===== src/rtl/scm_bist_ctrl.sv =====
// Built-in self-test initiator for the standard-cell memory: LFSR write pass, read-back pass, verdict.
// Optional build macro SCM_BIST_INV_PASS_EN adds a second pass with bitwise-inverted data.
module scm_bist_ctrl #(
  parameter int ADDR_WIDTH   = 6,
  parameter int DATA_WIDTH   = 64,
  parameter int READ_LATENCY = 1
) (
  input  logic                  i_clk,
  input  logic                  i_rst_n,
  input  logic                  i_start,
  input  logic [31:0]           i_seed,
  output logic                  o_busy,
  output logic                  o_done,
  output logic                  o_pass,
  output logic [15:0]           o_err_count,
  output logic [ADDR_WIDTH-1:0] o_first_err_addr,
  output logic                  o_we,
  output logic [ADDR_WIDTH-1:0] o_waddr,
  output logic [DATA_WIDTH-1:0] o_din,
  output logic                  o_re,
  output logic [ADDR_WIDTH-1:0] o_raddr,
  output logic                  o_se,
  input  logic [DATA_WIDTH-1:0] i_dout
);

  localparam int NUM_ROWS   = 2 ** ADDR_WIDTH;
  localparam int PIPE_DEPTH = READ_LATENCY + 1;
  localparam int CNT_W      = $clog2(PIPE_DEPTH + 1);

  localparam logic [ADDR_WIDTH-1:0] LAST_ROW   = ADDR_WIDTH'(NUM_ROWS - 1);
  localparam logic [CNT_W-1:0]      DRAIN_LAST = CNT_W'(PIPE_DEPTH);

  localparam logic [2:0] S_IDLE  = 3'd0;
  localparam logic [2:0] S_WRITE = 3'd1;
  localparam logic [2:0] S_GAP   = 3'd2;
  localparam logic [2:0] S_READ  = 3'd3;
  localparam logic [2:0] S_DRAIN = 3'd4;
  localparam logic [2:0] S_DONE  = 3'd5;

  // Fibonacci LFSR, x^32 + x^22 + x^2 + x + 1, shifting towards the MSB
  function automatic logic [31:0] lfsrStep(input logic [31:0] s);
    return {s[30:0], s[31] ^ s[21] ^ s[1] ^ s[0]};
  endfunction

  function automatic logic [DATA_WIDTH-1:0] expandWord(input logic [31:0] s);
    logic [DATA_WIDTH-1:0] w;
    w = '0;
    for (int i = 0; i < DATA_WIDTH; i++) begin
      w[i] = s[i % 32];
    end
    return w;
  endfunction

  logic [2:0]            r_state;
  logic [31:0]           r_lfsr;
  logic [31:0]           r_seed;
  logic [ADDR_WIDTH-1:0] r_addr;
  logic [CNT_W-1:0]      r_drainCnt;
  logic                  r_wrDone;
  logic                  r_busy;
  logic                  r_done;
  logic                  r_pass;
  logic [15:0]           r_errCount;
  logic [ADDR_WIDTH-1:0] r_firstErrAddr;
  logic                  r_we;
  logic [ADDR_WIDTH-1:0] r_waddr;
  logic [DATA_WIDTH-1:0] r_din;
  logic                  r_re;
  logic [ADDR_WIDTH-1:0] r_raddr;

  logic                  r_pipeVld  [PIPE_DEPTH];
  logic [DATA_WIDTH-1:0] r_pipeExp  [PIPE_DEPTH];
  logic [ADDR_WIDTH-1:0] r_pipeAddr [PIPE_DEPTH];

  logic                  w_startOk;
  logic [31:0]           w_effSeed;
  logic [DATA_WIDTH-1:0] w_word;
  logic                  w_mismatch;
  logic [ADDR_WIDTH-1:0] w_cmpAddr;

  assign w_startOk = i_start && ((r_state == S_IDLE) || (r_state == S_DONE));
  assign w_effSeed = (i_seed == 32'd0) ? 32'h1 : i_seed;

`ifdef SCM_BIST_INV_PASS_EN
  logic r_inv;
  assign w_word = expandWord(r_lfsr) ^ {DATA_WIDTH{r_inv}};
`else
  assign w_word = expandWord(r_lfsr);
`endif

  assign w_mismatch = r_pipeVld[READ_LATENCY] && (i_dout != r_pipeExp[READ_LATENCY]);
  assign w_cmpAddr  = r_pipeAddr[READ_LATENCY];

  always_ff @(posedge i_clk or negedge i_rst_n) begin
    if (!i_rst_n) begin
      r_state    <= S_IDLE;
      r_lfsr     <= 32'd0;
      r_seed     <= 32'd0;
      r_addr     <= '0;
      r_drainCnt <= '0;
      r_wrDone   <= 1'b0;
      r_busy     <= 1'b0;
      r_done     <= 1'b0;
      r_pass     <= 1'b0;
      r_we       <= 1'b0;
      r_waddr    <= '0;
      r_din      <= '0;
      r_re       <= 1'b0;
      r_raddr    <= '0;
`ifdef SCM_BIST_INV_PASS_EN
      r_inv      <= 1'b0;
`endif
    end else if (w_startOk) begin
      r_state  <= S_WRITE;
      r_lfsr   <= w_effSeed;
      r_seed   <= w_effSeed;
      r_addr   <= '0;
      r_wrDone <= 1'b0;
      r_busy   <= 1'b1;
      r_done   <= 1'b0;
      r_pass   <= 1'b0;
`ifdef SCM_BIST_INV_PASS_EN
      r_inv    <= 1'b0;
`endif
    end else begin
      case (r_state)
        S_WRITE: begin
          r_we    <= 1'b1;
          r_waddr <= r_addr;
          r_din   <= w_word;
          r_lfsr  <= lfsrStep(r_lfsr);
          if (r_addr == LAST_ROW) begin
            r_addr   <= '0;
            r_wrDone <= 1'b1;
            r_state  <= S_GAP;
          end else begin
            r_addr <= r_addr + ADDR_WIDTH'(1);
          end
        end
        // GAP separates the passes and rewinds the LFSR so reads regenerate the written stream
        S_GAP: begin
          r_we   <= 1'b0;
          r_re   <= 1'b0;
          r_lfsr <= r_seed;
          r_addr <= '0;
          if (r_wrDone) begin
            r_wrDone <= 1'b0;
            r_state  <= S_READ;
          end else begin
            r_state <= S_WRITE;
          end
        end
        S_READ: begin
          r_re    <= 1'b1;
          r_raddr <= r_addr;
          r_lfsr  <= lfsrStep(r_lfsr);
          if (r_addr == LAST_ROW) begin
            r_addr     <= '0;
            r_drainCnt <= '0;
            r_state    <= S_DRAIN;
          end else begin
            r_addr <= r_addr + ADDR_WIDTH'(1);
          end
        end
        S_DRAIN: begin
          r_re <= 1'b0;
          if (r_drainCnt == DRAIN_LAST) begin
`ifdef SCM_BIST_INV_PASS_EN
            if (!r_inv) begin
              r_inv   <= 1'b1;
              r_state <= S_GAP;
            end else begin
              r_state <= S_DONE;
              r_busy  <= 1'b0;
              r_done  <= 1'b1;
              r_pass  <= (r_errCount == 16'd0) && !w_mismatch;
            end
`else
            r_state <= S_DONE;
            r_busy  <= 1'b0;
            r_done  <= 1'b1;
            r_pass  <= (r_errCount == 16'd0) && !w_mismatch;
`endif
          end else begin
            r_drainCnt <= r_drainCnt + CNT_W'(1);
          end
        end
        S_IDLE, S_DONE: begin
          r_we <= 1'b0;
          r_re <= 1'b0;
        end
        default: r_state <= S_IDLE;
      endcase
    end
  end

  // Expected word and address travel alongside the read until the memory returns DOUT
  always_ff @(posedge i_clk or negedge i_rst_n) begin
    if (!i_rst_n) begin
      for (int i = 0; i < PIPE_DEPTH; i++) begin
        r_pipeVld[i]  <= 1'b0;
        r_pipeExp[i]  <= '0;
        r_pipeAddr[i] <= '0;
      end
    end else begin
      r_pipeVld[0]  <= (r_state == S_READ);
      r_pipeExp[0]  <= w_word;
      r_pipeAddr[0] <= r_addr;
      for (int i = 1; i < PIPE_DEPTH; i++) begin
        r_pipeVld[i]  <= r_pipeVld[i-1];
        r_pipeExp[i]  <= r_pipeExp[i-1];
        r_pipeAddr[i] <= r_pipeAddr[i-1];
      end
    end
  end

  always_ff @(posedge i_clk or negedge i_rst_n) begin
    if (!i_rst_n) begin
      r_errCount     <= 16'd0;
      r_firstErrAddr <= '0;
    end else if (w_startOk) begin
      r_errCount     <= 16'd0;
      r_firstErrAddr <= '0;
    end else if (w_mismatch) begin
      if (r_errCount != 16'hFFFF) begin
        r_errCount <= r_errCount + 16'd1;
      end
      if (r_errCount == 16'd0) begin
        r_firstErrAddr <= w_cmpAddr;
      end
    end
  end

  assign o_busy           = r_busy;
  assign o_done           = r_done;
  assign o_pass           = r_pass;
  assign o_err_count      = r_errCount;
  assign o_first_err_addr = r_firstErrAddr;
  assign o_we             = r_we;
  assign o_waddr          = r_waddr;
  assign o_din            = r_din;
  assign o_re             = r_re;
  assign o_raddr          = r_raddr;
  assign o_se             = 1'b0;

endmodule


===== config.mk =====
export PLATFORM = sky130hd
export DESIGN_NAME = scm_bist_ctrl
export DESIGN_NICKNAME = d
export VERILOG_FILES = /design/src/rtl/scm_bist_ctrl.sv
export SDC_FILE = /design/constraint.sdc
export NUM_CORES = 1
export LEC_CHECK = 0
export ABC_AREA = 1
export CORE_ASPECT_RATIO = 0.75
export CORE_MARGIN = 4
export CORE_UTILIZATION = 56
export DETAILED_ROUTE_END_ITERATION = 8
export PLACE_DENSITY = 0.86
export SLEW_MARGIN = 30
export SYNTH_ARGS = -nofsm -noshare
export SYNTH_HDL_FRONTEND = slang
export SYNTH_SLANG_ARGS = --single-unit
export TNS_END_PERCENT = 30

===== constraint.sdc =====
create_clock -name i_clk -period 5.15 [get_ports i_clk]
set_input_delay 1.03 -clock i_clk [delete_from_list [all_inputs] [get_ports i_clk]]
set_output_delay 1.03 -clock i_clk [all_outputs]
set_load 0.02 [all_outputs]

=== Word-level counts from Yosys, hierarchy flattened ===
Index checks and enable logic that the tools add are counted.

* Bitwise operators: 4
* Add/subtract/negate cells: 3
* Mux-type cells: 35
* Equality and inequality tests: 15
* Reductions and logical operators: 32

{| class="wikitable"
|+ Operators with widths
! cell !! number
|-
| $mux 32 || 2
|-
| $ne 64x64->1 || 1
|-
| $pmux 32 s2 || 1
|-
| $mux 16 || 3
|-
| $logic_not 32->1 || 1
|-
| $mux 6 || 5
|-
| $add 16x1->16 const B || 1
|-
| $logic_not 16->1 || 1
|-
| $ne 16x16->1 const B || 1
|-
| $reduce_and 2->1 || 8
|-
| $reduce_bool 2->1 || 8
|-
| $pmux 3 s5 || 1
|-
| $mux 3 || 4
|-
| $pmux 6 s2 || 1
|-
| $mux 1 || 11
|-
| $ne 3x3->1 const B || 3
|-
| $reduce_and 4->1 || 2
|-
| $add 6x1->6 const B || 1
|-
| $eq 3x2->1 const B || 2
|-
| $eq 3x3->1 const B || 2
|-
| $eq 6x6->1 const B || 1
|-
| $mux 2 || 3
|-
| $ne 2x2->1 const B || 3
|-
| $pmux 1 s2 || 3
|-
| 14 further kinds || 20
|}

* Register bits: 321
* Bits of input ports: 99

=== Logic depth before layout (Yosys ltp) ===
* Depth after elaboration: 7
* Depth in mapped cells: 15
* Depth with buffers taken out: 14

=== Worst setup path after synthesis ===
No wires, ideal clock.

* Path kind: input to register
* Start point: input i_dout[17]
* End point: register r_errCount[14], in the netlist o_err_count[14]
* Arrival: 2069 ps
* Slack: 2964 ps
* Stages: 13
* Library setup time: 118 ps
* Data required time: 5032 ps
* Path through: inv_1 nand2_1 o21ai_0 nand2_1 nor2_1 nand2_1 nor2_1 nand2_1 nand2_1 nand2_2 buf_1 nand3_1 nand2_1

* Cells in the longest elaborated chain, start to end: 4

{| class="wikitable"
|+ RTL lines
! what !! RTL line !! source
|-
| start, declared || 23 || <nowiki>input logic [DATA_WIDTH-1:0] i_dout</nowiki>
|-
| $ne 64x64->1 || 91 || <nowiki>assign w_mismatch = r_pipeVld[READ_LATENCY] && (i_dout != r_pipeExp[READ_LATENCY]);</nowiki>
|-
| $logic_and 1x1->1 || 91 ||
|-
| $reduce_bool 2->1 (no line) || - ||
|-
| $reduce_and 2->1 (no line) || - ||
|-
| end signal, assigned || 226 || <nowiki>r_errCount <= r_errCount + 16'd1;</nowiki>
|-
| end, declared || 63 || <nowiki>logic [15:0] r_errCount;</nowiki>
|}

No other way between the ends.
A chain may end at the register's enable or synchronous reset.

=== Final worst setup path ===
* Start point: input i_start
* End point: register r_addr[3]

* Cells in the longest elaborated chain, start to end: 2
* Elaborated cells on any way between the ends: 3

{| class="wikitable"
|+ RTL lines
! what !! RTL line !! source
|-
| start, declared || 10 || <nowiki>input logic i_start,</nowiki>
|-
| $logic_and 1x1->1 (*) || 81 || <nowiki>assign w_startOk = i_start && ((r_state == S_IDLE) || (r_state == S_DONE));</nowiki>
|-
| $reduce_bool 3->1 (no line) or $mux 6 (tied branches) || - ||
|-
| end signal, assigned || 137 || <nowiki>r_addr <= r_addr + ADDR_WIDTH'(1);</nowiki>
|-
| end signal, assigned || 162 || <nowiki>r_addr <= r_addr + ADDR_WIDTH'(1);</nowiki>
|-
| end, declared || 57 || <nowiki>logic [ADDR_WIDTH-1:0] r_addr;</nowiki>
|}

Every way passes the cells marked *; elsewhere a longest branch is shown, timed or not.

==> results list <==
* Worst setup timing slack at the placement stage: 1.627 ns
* CTS root buffer: sky130_fd_sc_hd__clkbuf_16
- CTS built an H-tree with a depth of 1.
* Met1 layer wirelength in the final routing: 11540 um
- Simple-gate share of the synthesized area: 0.2455
- The worst path needs 3.114 ns of the cycle, external delays included.
* Relative area change from synthesis to final layout: 25.31%
- Dividing total power by cell area gives a power density of 613.3 mW/mm2.
- Gate power share: 0.413
- Horiz. Die Dim: 163.5 um
* Highest Signal Layer: met4
* Global-route wire length before repair: 44680 um
- Overall die height: 124.6 um
* Top cell type's share of synthesized area: 0.5545
- Entering global routing, the biggest net connects 136 pins.
- Data arrival, critical path: 3.55 ns
- Routability-driven placement congestion ratio: 0.8747
- The count of nets left with antenna violations once routing finished came out at 0.
- Setup repair after global routing left no endpoint under its margin.
* Initial core utilization: 0.5733
- Setup slack closes at 2.036 ns.
* Achievable clock frequency: 321.1 MHz
- Type of the tightest min-delay check: register to register
- Along the worst path, the maximum fanout reaches 67.
- The via count of the first global-routing pass came to 8851.
- Buffer count from post-CTS setup fixing: 0
- Max-cap violations in this run came to 0.
- Across all layers, the routed design uses 8852 vias.
- In this run the deepest clock path goes through 3 buffers.
- TritonCTS sink count: 225
* Worst-path clk slew: 0.06 ns
- Top cells by count, synth: sky130_fd_sc_hd__nand2_1, sky130_fd_sc_hd__dfrtp_1, sky130_fd_sc_hd__inv_1
* Cell Area, Synth: 0.01015 mm2
* Boundary pin count: 203
- STA classifies the critical path startpoint as an input port.
- Post-CTS Hold Fix Bufs: 0
- The number of nets in the synthesized netlist is 1344.
* XOR/XNOR share of the synthesized area: 0.009489
- In this run, the number of DRC markers left after iteration 0 of detailed routing was 812.
* Post-synth top area cell: sky130_fd_sc_hd__dfrtp_1
- Post-cts repair resize count: 0
* DRC violation count after routing: 0
- Register bit total from synthesis: 225
* Average wire length per cell after detail routing: 16.84 um
- Wire segments on met3 add up to 2520 um in the final route.
* Share of total power in the clock network: 0.181
- For this run, the post-layout net count is 1502.
* Overall Global Routing Usage: 0.2716
- Part of the total power dissipated in sequential elements: 0.406
* Final cell count without fillers: 1650
* Placement Rows: 42
- The routed design has 27780 um of wire.
- In this run the tightest slew margin relative to its limit is 0.4865.
* Utilization of the core after routing: 0.7185
* Slew Limit Fails: 0
- Post-route standard cell area excluding fillers: 0.01272 mm2
- Clk_lat worst skew: 0.49 ns
- IR drop worst, VDD: 451.5 uV
* Antenna fix cells: 0
* Clock skew after layout: 0.005363 ns
- Initial antenna violation count: 0
* Main synth FF type: sky130_fd_sc_hd__dfrtp_1
- Area post-placement: 0.01209 mm2
- Ranked by total cell area, the synthesized netlist is headed by sky130_fd_sc_hd__dfrtp_1, sky130_fd_sc_hd__nand2_1, sky130_fd_sc_hd__inv_1, sky130_fd_sc_hd__o21ai_0, sky130_fd_sc_hd__nor2_1.
* Number of failing hold endpoints at the final stage: 0
- Of the available clock period, the critical path in the final layout requires 0.6046.
* Most frequent cell after synthesis: sky130_fd_sc_hd__nand2_1
- Counting distinct cell types in the post-synthesis netlist gives 36.
- Dividing the synthesized area by the synthesized cell count gives 8.182 um2.
* Proportion of layout cells with a drive suffix above 1: 0.03551
- Number of placed cells counting well taps: 1617
* Fraction of registers with async set or reset after synthesis: 1.000
- Setup Total Neg Slack: 0 ns
- During synthesis, Yosys emitted a total of 0 warnings.
* Result of the run: finished clean
* Leakage power: 6.346 nW
- TritonCTS clock tree: done
* Core region area: 0.01771 mm2
* Number of iterations in the first detailed-routing pass: 5
* Net Sw Power: 3.233 mW
* Die Footprint: 0.02037 mm2
- Met2 WL: 13010 um
- Setup violations, final: 0
- The number of clock buffers added by TritonCTS is 21.
- Largest family of logic cells by synthesized area: simple AND/OR/NAND/NOR gates
- Using the TritonRoute via totals, the vias-per-cell ratio works out to 5.365.
- Synth Instances: 1241
* Endpoint kind of the worst setup timing path: register
- Counting flops with a built-in enable in the synthesized netlist gives 0.
* Sw Share: 0.4143
* Register area share after synthesis: 0.5545
- Worst Path Class, Setup: input port to register
- Post-synthesis adder-cell area fraction: 0.004929
* Compound-Gate Fraction of Synth Area: 0.08355
- For this run the aggregate overflow at the end of global routing stands at 0.
* Placed wire-length estimate after detailed placement: 18840 um
- For the worst setup path, the data required time is 5.58 ns.
* Buffers on Ports: 201
- At the pin with the least slew margin, the transition time is 0.7596 ns.
* Multiplexer share of the synthesized area: 0
- The internal portion of the total power is 4.571 mW.
-- per-stage QoR --
step,total power [mW],hold slack (ns)
global route,8.327,0.3546
CTS,7.796,0.3480
detailed placement,6.319,0.3347
global placement,6.168,0.3320
floorplan,5.142,0.3312
finish,7.804,0.3456
-- worst max-delay path, stage by stage --
cell,delay [ns]
sky130_fd_sc_hd__clkdlybuf4s50_1,0.42
sky130_fd_sc_hd__inv_1,0.12
sky130_fd_sc_hd__nor2_4,0.06
sky130_fd_sc_hd__inv_4,0.50
sky130_fd_sc_hd__nand2_4,0.14
sky130_fd_sc_hd__nor2_8,0.56
sky130_fd_sc_hd__inv_4,0.27
sky130_fd_sc_hd__o21ai_0,0.22
sky130_fd_sc_hd__o21a_1,0.17
-- placed cells by master (no fill, tap or decap), types with 2 or more instances in the layout --
| master | count |
|---|---|
| sky130_fd_sc_hd__nand2_1 | 421 |
| sky130_fd_sc_hd__dfrtp_1 | 225 |
| sky130_fd_sc_hd__clkdlybuf4s50_1 | 200 |
| sky130_fd_sc_hd__inv_1 | 155 |
| sky130_fd_sc_hd__nor2_1 | 99 |
| sky130_fd_sc_hd__o21ai_0 | 79 |
| sky130_fd_sc_hd__nand3_1 | 54 |
| sky130_fd_sc_hd__a21oi_1 | 48 |
| sky130_fd_sc_hd__clkbuf_16 | 21 |
| sky130_fd_sc_hd__a31oi_1 | 16 |
| sky130_fd_sc_hd__a22oi_1 | 11 |
| sky130_fd_sc_hd__nor3_1 | 9 |
| sky130_fd_sc_hd__xor2_1 | 8 |
| sky130_fd_sc_hd__nor4_1 | 7 |
| sky130_fd_sc_hd__nor3b_1 | 5 |
| sky130_fd_sc_hd__clkinv_2 | 4 |
| sky130_fd_sc_hd__ha_1 | 4 |
| sky130_fd_sc_hd__clkbuf_1 | 4 |
| sky130_fd_sc_hd__nand2_2 | 3 |
| sky130_fd_sc_hd__xnor2_1 | 3 |
| sky130_fd_sc_hd__clkbuf_8 | 3 |
| sky130_fd_sc_hd__buf_4 | 3 |
| sky130_fd_sc_hd__inv_2 | 2 |
| sky130_fd_sc_hd__nor2_4 | 2 |
| sky130_fd_sc_hd__inv_4 | 2 |
| sky130_fd_sc_hd__nand4_1 | 2 |
| sky130_fd_sc_hd__o21ai_1 | 2 |
| sky130_fd_sc_hd__nand3_2 | 2 |
| sky130_fd_sc_hd__o22ai_1 | 2 |
-- layout make-up --
class	instances	area (um2)
Fill cell	1287	4986
Multi-Input combinational cell	785	3491
Tap cell	242	302.8
Clock buffer	28	581.8
Timing Repair Buffer	206	2087
Clock inverter	4	23.77
Sequential cell	225	5630
Inverter	160	606.8
-- metal layers --
layer | track usage | vias to the layer above
met3 | 0.06285 | 58
met2 | 0.4276 | 419
li1 | - | 4160
met1 | 0.3823 | 4215
met5 | 0 | -
met4 | 0.07643 | 0
-- flip-flops by register name, summed over array words and instances (netlist names), 16 cells and up --
register,count
o_din,32
o_err_count,16
r_lfsr,32
r_pipeExp,64
r_seed,32
-- cells by family after synthesis --
logic type / count (synthesis)
XOR/XNOR: 11
AO/OA/AOI/OAI: 159
flip-flops: 225
adder cells (fa/ha/maj): 4
buffers and inverters: 231
other: 1
AND/OR/NAND/NOR: 610
-- power by group through the flow --
| stage | logic [mW] | clock network (mW) | registers, mW |
|---|---|---|---|
| after floorplan | 1.97 | 0 | 3.17 |
| final | 3.22 | 1.41 | 3.17 |
| after CTS | 3.22 | 1.43 | 3.15 |
| after global placement | 3.04 | 0 | 3.13 |
| after global routing | 3.58 | 1.50 | 3.25 |
| after detailed placement | 3.16 | 0 | 3.16 |
-- final timing paths --
check	slack [ns]	end	start	depth (start not counted)
setup / recovery	2.04	r_addr[3]	i_start	9
hold / removal	0.35	r_pipeExp[35]	r_pipeExp[99]	0
setup reg to reg	2.17	r_addr[3]	r_state[2]	10
hold reg to reg	0.35	r_pipeExp[35]	r_pipeExp[99]	0
max in group asynchronous	3.51	r_pipeExp[95]	i_rst_n	3
min in group asynchronous	0.43	o_err_count[8]	i_rst_n	1
Power figures use the tool's default switching activity.
